<file path="config.mk">
export PLATFORM = sky130hd
export DESIGN_NAME = button_debouncer
export DESIGN_NICKNAME = d
export VERILOG_FILES = /design/src/rtl/debounce_pkg.sv /design/src/rtl/debounce_chan.sv /design/src/rtl/button_debouncer.sv
export SDC_FILE = /design/constraint.sdc
export NUM_CORES = 1
export LEC_CHECK = 0
export CORE_MARGIN = 2
export CORE_UTILIZATION = 40
export CTS_BUF_LIST = sky130_fd_sc_hd__clkbuf_8 sky130_fd_sc_hd__clkbuf_16
export DETAILED_ROUTE_END_ITERATION = 10
export PLACE_DENSITY = 0.66
export SLEW_MARGIN = 20
export SYNTH_ARGS = -nofsm -noshare
export SYNTH_HDL_FRONTEND = slang
export SYNTH_SLANG_ARGS = --single-unit
export TNS_END_PERCENT = 100
</file>
<file path="constraint.sdc">
create_clock -name clk -period 2.6 [get_ports clk]
set_clock_uncertainty 0.15 [all_clocks]
set_input_delay 0.65 -clock clk [delete_from_list [all_inputs] [get_ports clk]]
set_output_delay 0.65 -clock clk [all_outputs]
set_load 0.03 [all_outputs]
</file>
<file path="src/rtl/debounce_pkg.sv">
// Shared limits and helpers for the pushbutton debouncer.
package debounce_pkg;

    localparam int MIN_WIDTH     = 2;
    localparam int MAX_WIDTH     = 16;
    localparam int MIN_LOG2DELAY = 1;
    localparam int MAX_LOG2DELAY = 24;

    // Width of a channel index; never below one bit.
    function automatic int chan_bits(input int width);
        return (width <= 2) ? 1 : $clog2(width);
    endfunction

endpackage

</file>
<file path="src/rtl/debounce_chan.sv">
// One debounced input: 2-flop synchronizer, stability counter, stable level and edge strobes.
module debounce_chan
    import debounce_pkg::*;
#(
    parameter int LOG2DELAY = 16
) (
    input  logic clk,
    input  logic rst_n,
    input  logic btn_i,
    output logic btn_o,
    output logic rise_o,
    output logic fall_o,
    output logic chg_o
);

    localparam logic [LOG2DELAY-1:0] CNT_MAX = '1;

    if (LOG2DELAY < MIN_LOG2DELAY || LOG2DELAY > MAX_LOG2DELAY) begin : g_bad_delay
        $error("debounce_chan: LOG2DELAY out of range");
    end

    logic                 s1_q;
    logic                 s2_q;
    logic                 btn_q;
    logic                 btn_d;
    logic                 rise_q;
    logic                 fall_q;
    logic [LOG2DELAY-1:0] cnt_q;
    logic [LOG2DELAY-1:0] cnt_d;

    // The level only moves after the synchronized input disagrees for a full window.
    always_comb begin
        cnt_d = cnt_q;
        btn_d = btn_q;
        if (s2_q == btn_q) begin
            cnt_d = '0;
        end else if (cnt_q == CNT_MAX) begin
            btn_d = s2_q;
            cnt_d = '0;
        end else begin
            cnt_d = cnt_q + 1'b1;
        end
    end

    assign chg_o = (btn_d != btn_q);

    always_ff @(posedge clk) begin
        if (!rst_n) begin
            s1_q   <= 1'b0;
            s2_q   <= 1'b0;
            btn_q  <= 1'b0;
            cnt_q  <= '0;
            rise_q <= 1'b0;
            fall_q <= 1'b0;
        end else begin
            s1_q   <= btn_i;
            s2_q   <= s1_q;
            btn_q  <= btn_d;
            cnt_q  <= cnt_d;
            rise_q <= chg_o & btn_d;
            fall_q <= chg_o & ~btn_d;
        end
    end

    assign btn_o  = btn_q;
    assign rise_o = rise_q;
    assign fall_o = fall_q;

endmodule

</file>
<file path="src/rtl/button_debouncer.sv">
// Debounces WIDTH pad inputs and reports clean levels, edge strobes and a valid/ready event stream.
module button_debouncer
    import debounce_pkg::*;
#(
    parameter int WIDTH     = 4,
    parameter int LOG2DELAY = 16
) (
    input  logic                          clk,
    input  logic                          rst_n,
    input  logic [WIDTH-1:0]              btn_i,
    output logic [WIDTH-1:0]              btn_o,
    output logic [WIDTH-1:0]              rise_o,
    output logic [WIDTH-1:0]              fall_o,
    output logic                          evt_valid,
    input  logic                          evt_ready,
    output logic [chan_bits(WIDTH)-1:0]   evt_chan,
    output logic                          evt_rise,
    output logic                          ovf_o
);

    localparam int CW = chan_bits(WIDTH);

    if (WIDTH < MIN_WIDTH || WIDTH > MAX_WIDTH) begin : g_bad_width
        $error("button_debouncer: WIDTH out of range");
    end

    // Handshake: an event transfers on a rising edge where evt_valid && evt_ready;
    // while evt_valid is high and evt_ready low, evt_chan and evt_rise are held.
    logic [WIDTH-1:0] chg;
    logic [WIDTH-1:0] pend_q;
    logic [WIDTH-1:0] pend_d;
    logic [WIDTH-1:0] dir_q;
    logic [WIDTH-1:0] dir_d;
    logic             ovf_q;
    logic             ovf_d;
    logic             evt_valid_q;
    logic [CW-1:0]    evt_chan_q;
    logic             evt_rise_q;
    logic             load;
    logic             found;
    logic [CW-1:0]    sel;

    for (genvar g = 0; g < WIDTH; g++) begin : g_chan
        debounce_chan #(
            .LOG2DELAY(LOG2DELAY)
        ) u_chan (
            .clk   (clk),
            .rst_n (rst_n),
            .btn_i (btn_i[g]),
            .btn_o (btn_o[g]),
            .rise_o(rise_o[g]),
            .fall_o(fall_o[g]),
            .chg_o (chg[g])
        );
    end

    assign load = !evt_valid_q || evt_ready;

    // Lowest pending channel index wins.
    always_comb begin
        found = 1'b0;
        sel   = '0;
        for (int i = WIDTH - 1; i >= 0; i--) begin
            if (pend_q[i]) begin
                found = 1'b1;
                sel   = CW'(i);
            end
        end
    end

    // A fresh edge re-arms pend after any transfer; it overflows only if the old one is still waiting.
    always_comb begin
        pend_d = pend_q;
        dir_d  = dir_q;
        ovf_d  = ovf_q;
        if (load && found) begin
            pend_d[sel] = 1'b0;
        end
        for (int i = 0; i < WIDTH; i++) begin
            if (chg[i]) begin
                if (pend_d[i]) begin
                    ovf_d = 1'b1;
                end
                pend_d[i] = 1'b1;
                dir_d[i]  = ~btn_o[i];
            end
        end
    end

    always_ff @(posedge clk) begin
        if (!rst_n) begin
            pend_q      <= '0;
            dir_q       <= '0;
            ovf_q       <= 1'b0;
            evt_valid_q <= 1'b0;
            evt_chan_q  <= '0;
            evt_rise_q  <= 1'b0;
        end else begin
            pend_q <= pend_d;
            dir_q  <= dir_d;
            ovf_q  <= ovf_d;
            if (load) begin
                if (found) begin
                    evt_valid_q <= 1'b1;
                    evt_chan_q  <= sel;
                    evt_rise_q  <= dir_q[sel];
                end else begin
                    evt_valid_q <= 1'b0;
                end
            end
        end
    end

    assign evt_valid = evt_valid_q;
    assign evt_chan  = evt_chan_q;
    assign evt_rise  = evt_rise_q;
    assign ovf_o     = ovf_q;

endmodule

</file>
==> summary.md, run 1 <==
| Metric | Value |
|---|---|
| Outcome | finished clean |
| Max Cap Viol | 0 |
| Detail Route Antenna Nets | 0 |
| Port bufs | 23 |
| Synth area leader | dfxtp_1 |
| Kind of critical path | reg2reg |
| Sw Ratio | 0.2310 |
| Syn avg cell area | ~9.1 um^2 |
| Slew margin rel. | 0.4649 |
| Setup TNS | 0 ns |
| #FFs+latches synth | 97 |
| Worst-path clk slew | around 0.09 ns |
| Htree depth | 3 |
| Power Internal | roughly 1.9 mW |
| Final period util | 0.9327 |
| Routed wire length | 7014 um |
| First-pass GRT wire length | between 10,000 and 15,000 um |
| Clk Latency, worst-skew pair | approximately 0.36 ns |
| Clock Tree Buf Depth | 2 |
| CP Data Arrival Time | between 2 and 3 ns |
| Worst setup EP type | register |
| Worst path cell trace | ha_1 > nand4_1 > nor4_4 > mux2i_1 > inv_1 > ha_1 > nand2_1 > o21ai_0 > and2_1 |
| Mapped Nets | between 400 and 500 |
| Vias in the first global route | around 2,800 |
| Number of non-filler instances in the completed layout | between 600 and 700 |
| Max rail drop VDD | about 210 uV |
| Register area share after synthesis | 0.4589 |
| Number of detailed-route iterations in the first pass | 4 |
| Synth Instances | roughly 460 |
| CP max stage delay | between 0.4 and 0.5 ns |
| Leakage | 1.630 nW |
| Reg2Reg Setup Slack | 0.17 ns |
| Post-synth top flop | dfxtp_1 |
| Crit path to | dir_q[1] |
| Yosys top cell area share | 0.4589 |
| FF-to-FF path depth | 9 |
| CP startpoint kind | register |
| Routed WL per cell | between 10 and 15 um |
| All-Layer GR Usage | 0.1323 |
| Pwr Total | 2.429 mW |
| Clock power frac | 0.367 |
| Setup violators final | 0 |
| N_diodes | 0 |
| Dpl cells | between 600 and 700 |
| R2R Path End | dir_q[1] |
| Congestion Overflow GR | 0 |
| Synth unique cells | 43 |
| Min-Delay Path Class | reg2reg |
| Area Overhead vs Synth | 12.45% |
| Half-perimeter wire length after placement | 4922 um |
| Async S/R FF share, synth | 0 |
| Clock root cell | clkbuf_8 |
| Total CTS buffers | 9 |
| WP data required | 2.70 ns |
| Die X | approximately 110 um |
| Post-Syn Area | between 4000 and 5000 um^2 |
| Worst Tran Pin Value | ~0.80 ns |
| R2R Path Start | g_chan[1].u_chan.cnt_q[0] |
| Gpl congestion | between 0.7 and 0.8 |
| Top-count cell post-synth | dfxtp_1 |
| Die Span Y | 106.9 um |
| FMAX | 412.4 MHz |
| Initial antenna violation count | 0 |
| Max-slew violations | 0 |
| Die area | between 10,000 and 15,000 um^2 |
| TritonCTS Sinks | 97 |
| P_sw | roughly 560 uW |
| Synth top cells by count | 97 x dfxtp_1, 73 x nor2_1, 32 x xnor2_1, 27 x nand2_1, 24 x xor2_1 |
| Slowest CP cell | dfxtp_1 |
| Core box area | 10,280 um^2 |
| DR iter-0 viols | 122 |
| Net count, final | between 500 and 600 |
| # rows | 37 |
| Crit path time final | 2.425 ns |
| Sequential power share | 0.616 |
| DR vias/cell | ~4.8 |
| Logic pwr share | 0.016 |
| Hold Buf Count CTS | 0 |
| Initial Utilization | 0.4117 |
| CTS tree | done |
| Cell repeated most along the worst path | ha_1 |
| DRC viols | 0 |
| Worst-path maximum fanout | 6 |
| Via count | between 2,000 and 3,000 |
| Share of cells above drive strength 1 | 0.08830 |
| PwrDens | ~500 nW/um^2 |
| Pin count of the biggest net entering global routing | 25 |
| Synth area leaders | dfxtp_1 46%, xnor2_1 6.6%, nor2_1 6.5% |
| Post-synth EDFFs | 0 |
| IO Pins | 24 |
| CP startpoint | g_chan[1].u_chan.cnt_q[0] |
| Synth warn | 0 |
| Fin. Hold Viols | 0 |
## worst min path at each step
stage	from	depth (start not counted)	endpoint
floorplan	g_chan[0].u_chan.s1_q	1	g_chan[0].u_chan.s2_q
global placement	g_chan[0].u_chan.s1_q	1	g_chan[0].u_chan.s2_q
detailed placement	g_chan[1].u_chan.s1_q	1	g_chan[1].u_chan.s2_q
CTS	g_chan[1].u_chan.s1_q	1	g_chan[1].u_chan.s2_q
global route	g_chan[3].u_chan.s1_q	1	g_chan[3].u_chan.s2_q
finish	g_chan[1].u_chan.s1_q	1	g_chan[1].u_chan.s2_q
## layout by cell type (no fill, tap or decap), types with 2 or more instances in the layout
master,netlist,layout
buf_4,14,10
or2_2,2,2
mux2i_1,6,5
ha_1,12,12
nand4_1,16,16
nor4_1,14,14
o21ai_0,9,9
or3_1,5,5
clkinvlp_4,0,3
and4_1,4,4
nand4_4,2,2
xor2_1,24,24
nor2b_1,4,4
a21oi_1,7,7
o31ai_1,2,2
o221a_2,2,2
a21boi_0,5,5
inv_1,21,21
and3_1,2,2
a31oi_1,2,2
clkbuf_8,0,9
and2_1,22,22
nor2_1,73,73
xnor2_1,32,32
nor3_1,8,8
nand4_2,3,3
inv_6,0,3
nor4_4,0,2
clkdlybuf4s50_1,0,23
nand2_1,27,27
dfxtp_1,97,97
nand3_1,22,22
## registers in the layout (all words and copies together), names as in the netlist
signal and count:
dir_q 4, evt_chan 2, evt_rise 1, evt_valid 1
g_chan.u_chan.btn_o 4, g_chan.u_chan.cnt_q 64, g_chan.u_chan.fall_o 4, g_chan.u_chan.rise_o 4
g_chan.u_chan.s1_q 4, g_chan.u_chan.s2_q 4, ovf_o 1, pend_q 4
## kinds of logic after synthesis
family / count (synthesis) / share of synthesized area
muxes: 8 / 0.02040
adders and majority gates: 12 / 0.03548
xor gates and xnor gates: 56 / 0.1159
DFF: 97 / 0.4589
buffers and inverters: 47 / 0.05825
AOI/OAI and AO/OA: 32 / 0.04908
and+or+nand+nor: 211 / 0.2620
## metrics by stage
| step | utilization | instance area, um^2 | hold WS [ns] | setup WS (ns) |
|---|---|---|---|---|
| 6_report | 0.4630 | 4758 | 0.2927 | 0.1749 |
| 5_1_grt | 0.4630 | 4758 | 0.3187 | -0.01561 |
| 4_1_cts | 0.4602 | 4730 | 0.2958 | 0.1570 |
| 3_5_place_dp | 0.4429 | 4552 | 0.2745 | 0.1861 |
| 3_3_place_gp | 0.4429 | 4552 | 0.2697 | 0.2234 |
| 2_1_floorplan | - | 4232 | 0.2619 | 0.2225 |
## area by class of cell
cell class              count  area [um^2]
multi-input cells         319         2064
clock buffers               9        123.9
flip-flops and latches     97         1942
inverters                  21        78.83
well taps                 136        170.2
repair buffers             34        325.3
fillers                  1030         5519
clock inverters             7        53.80
## timing repair
| item | in CTS | in global routing |
|---|---|---|
| setup buffers | 0 | 1 |
| resized for setup | 0 | 3 |
| endpoints found under the setup margin | 0 | 3 |
## layer usage
metal,share of wire,track usage,wire length [um],vias to the layer above
met5,0,0,0,-
met4,0.022,0.06586,154,0
met3,0.030,0.03100,213,11
met2,0.47,0.2166,3280,29
met1,0.48,0.1631,3366,1371
li1,-,-,-,1578
## worst max-delay path, delay by kind of cell (launching register included)
kind | cells | cell delay, ns
mux | 1 | 0.31
flops | 1 | 0.43
compound gates | 1 | 0.06
buf+inv | 1 | 0.07
simple gates | 4 | 0.78
fa+ha+maj | 2 | 0.52
## power groups by stage
stage                     Sequential (mW)  Clock [mW]  Combinational (mW)
after floorplan                      1.53           0              0.0242
after global placement               1.53           0              0.0401
after detailed placement             1.53           0              0.0404
after CTS                            1.50       0.928              0.0409
after global routing                 1.50       0.994              0.0447
final                                1.50       0.892              0.0399
No activity file was read; power rests on OpenSTA's default activity.
==> inputs of run 2 (changes only) <==
Settings changed: CORE_UTILIZATION 40 to 55, PLACE_DENSITY 0.66 to 0.83.
==> summary.md, run 2 (synthesized netlist as in run 1, its figures left out) <==
| Metric | Value |
|---|---|
| Clock Tree Buf Depth | 2 (unchanged) |
| Logic pwr share | 0.015 (was 0.016) |
| Crit path time final | 2.475 ns (was 2.425 ns) |
| R2R Path Start | g_chan[1].u_chan.cnt_q[0] (unchanged) |
| Routed wire length | 7570 um (was 7014 um) |
| Hold endpoint | g_chan[0].u_chan.cnt_q[0] (was g_chan[1].u_chan.s2_q) |
| Initial antenna violation count | 0 (unchanged) |
| Worst setup EP type | register (unchanged) |
| Max Cap Viol | 0 (unchanged) |
| Hold_sp | g_chan[0].u_chan.cnt_q[0] (was g_chan[1].u_chan.s1_q) |
| Core box area | 7370 um^2 (was 10,280 um^2) |
| Worst Tran Pin Value | 0.7843 ns (was 0.7972 ns) |
| Die Span Y | 91.72 um (was 106.9 um) |
| Register area | 1947 um^2 (was 1942 um^2) |
| DR vias/cell | 5.263 (was 4.798) |
| CTS tree | done (unchanged) |
| CP Data Arrival Time | 2.58 ns (was 2.53 ns) |
| All-Layer GR Usage | 0.1874 (was 0.1323) |
| Reg2Reg Setup Slack | 0.13 ns (was 0.17 ns) |
| FF-to-FF path depth | 9 (unchanged) |
| Slew margin rel. | 0.4737 (was 0.4649) |
| First-pass GRT wire length | 12,920 um (was 12,190 um) |
| Final period util | 0.9517 (was 0.9327) |
| DR iter-0 viols | 70 (was 122) |
| Dpl cells | 570 (was 606) |
| Total CTS buffers | 9 (unchanged) |
| P_sw | 524.2 uW (was 561.3 uW) |
| Max-slew violations | 0 (unchanged) |
| Clock root cell | clkbuf_8 (unchanged) |
| Number of detailed-route iterations in the first pass | 4 (unchanged) |
| Die area | 8412 um^2 (was 11,420 um^2) |
| # rows | 31 (was 37) |
| Clk Latency, worst-skew pair | 0.36 ns (about the same) |
| Htree depth | 3 (unchanged) |
| FMAX | 404.1 MHz (was 412.4 MHz) |
| Setup violators final | 0 (unchanged) |
| Commonest non-fill, non-tap cell in the layout | dfxtp_1 (unchanged) |
| Sw Ratio | 0.1944 (was 0.2310) |
| Kind of critical path | reg2reg (unchanged) |
| Max rail drop VDD | 337.7 uV (was 211.3 uV) |
| Area Overhead vs Synth | 13.48% (was 12.45%) |
| Clock power frac | 0.430 (was 0.367) |
| Detail Route Antenna Nets | 0 (unchanged) |
| Worst-path clk slew | 0.09 ns (about the same) |
| Fin. Hold Viols | 0 (unchanged) |
| Pwr Total | 2.696 mW (was 2.429 mW) |
| FILL cells | 600 (was 1,030) |
| Power Internal | 2.172 mW (was 1.868 mW) |
| Sequential power share | 0.555 (was 0.616) |
| Register bank with the most flops | g_chan.u_chan.cnt_q (unchanged) |
| Half-perimeter wire length after placement | 5068 um (was 4922 um) |
| Vias in the first global route | 2,941 (was 2,812) |
| Port bufs | 23 (unchanged) |
| Pin count of the biggest net entering global routing | 16 (was 25) |
| WP data required | 2.71 ns (was 2.70 ns) |
| IO Pins | 24 (unchanged) |
| Min-Delay Path Class | reg2reg (unchanged) |
| Share of cells above drive strength 1 | 0.1061 (was 0.08830) |
| Largest register FFs | 64 (unchanged) |
| DRC viols | 0 (unchanged) |
| Via count | 3,100 (was 2,989) |
| N_diodes | 0 (unchanged) |
| Hold depth | 1 (unchanged) |
| Multi-input logic area | 2073 um^2 (was 2064 um^2) |
| CP startpoint kind | register (unchanged) |
| PwrDens | 561.4 nW/um^2 (was 510.5 nW/um^2) |
| Congestion Overflow GR | 0 (unchanged) |
| Hold slack | 0.2923 ns (was 0.2927 ns) |
| Outcome | finished clean (unchanged) |
| Net count, final | 504 (was 501) |
| Number of non-filler instances in the completed layout | 589 (was 623) |
| TritonCTS Sinks | 97 (unchanged) |
| Routed WL per cell | 12.85 um (was 11.26 um) |
| R2R Path End | dir_q[1] (unchanged) |
| Most frequent cells in the layout | 93 x dfxtp_1, 73 x nor2_1, 32 x xnor2_1 (was 97 x dfxtp_1, 73 x nor2_1, 32 x xnor2_1) |
| Die X | 91.72 um (was 106.9 um) |
| Initial Utilization | 0.5742 (was 0.4117) |
| Gpl congestion | 0.8214 (was 0.7821) |
| Worst-path maximum fanout | 6 (unchanged) |
| Leakage | 1.664 nW (was 1.630 nW) |
-- run 2: cell types whose count changed in the layout (fill, tap and decap cells not counted), moves of 2 or more --
cell        before  now
bufinv_16        0    3
clkinvlp_4       3    1
buf_4           10   14
dfxtp_2          0    4
inv_6            3    0
dfxtp_1         97   93
and4_4           0    2
and4_1           4    2
-- run 2: worst max-delay path by stage --
stage | start | end | cells past startpoint
6_report | g_chan[1].u_chan.cnt_q[0] | dir_q[1] | 9
5_1_grt | g_chan[1].u_chan.cnt_q[0] | dir_q[1] | 9
4_1_cts | g_chan[2].u_chan.cnt_q[0] | dir_q[2] | 9
3_5_place_dp | g_chan[2].u_chan.cnt_q[0] | dir_q[2] | 9
3_3_place_gp | g_chan[2].u_chan.cnt_q[0] | ovf_o | 8
2_1_floorplan | g_chan[0].u_chan.cnt_q[2] | ovf_o | 10
-- run 2: through the flow --
stage / setup TNS (ns) / util / instance area, um^2 / setup slack, ns
floorplan: 0 / - / 4232 / 0.2225
global placement: 0 / 0.6107 / 4501 / 0.1525
detailed placement: 0 / 0.6107 / 4501 / 0.05941
CTS: 0 / 0.6438 / 4745 / 0.04587
global route: -0.05505 / 0.6516 / 4802 / -0.03763
finish: 0 / 0.6516 / 4802 / 0.1255
-- run 2: metal layers --
metal	vias up	global-route usage	wire, um
li1	1588	-	-
met1	1459	0.2358	3529
met2	43	0.3094	3656
met3	10	0.04108	255
met4	0	0.08209	129
met5	-	0	0
-- run 2: what timing repair did --
action,in CTS,in global routing
hold buffers,0,0
gates resized for setup,0,11
buffers inserted,0,3
endpoints found under the setup margin,0,4
-- run 2: critical path, cell delays in order, from the launching register on --
cell     delay (ns)
dfxtp_1        0.42
ha_1           0.20
nand4_1        0.19
nor4_4         0.36
mux2i_2        0.33
inv_1          0.08
ha_1           0.33
nand2_1        0.09
o21ai_0        0.06
and2_1         0.16
-- run 2: power by group through the flow --
| stage | logic, mW | registers (mW) | clock network, mW |
|---|---|---|---|
| 3_3_place_gp | 0.0393 | 1.53 | 0 |
| 6_report | 0.0405 | 1.50 | 1.16 |
| 2_1_floorplan | 0.0242 | 1.53 | 0 |
| 5_1_grt | 0.0451 | 1.50 | 1.24 |
| 4_1_cts | 0.0409 | 1.50 | 1.18 |
| 3_5_place_dp | 0.0407 | 1.53 | 0 |
-- run 2: area by class of cell --
type,count,area share
Multi-Input combinational cell,319,0.4317
Timing Repair Buffer,37,0.06983
Sequential cell,97,0.4054
Clock buffer,10,0.02866
Inverter,21,0.01641
Tap cell,99,0.02579
Clock inverter,6,0.02215
==> inputs of run 3 (changes only) <==
Settings changed: CORE_UTILIZATION 55 to 40, PLACE_DENSITY 0.83 to 0.66.
==> results of run 3 <==
The final DEF is identical to that of run 1; final timing and power are the same.
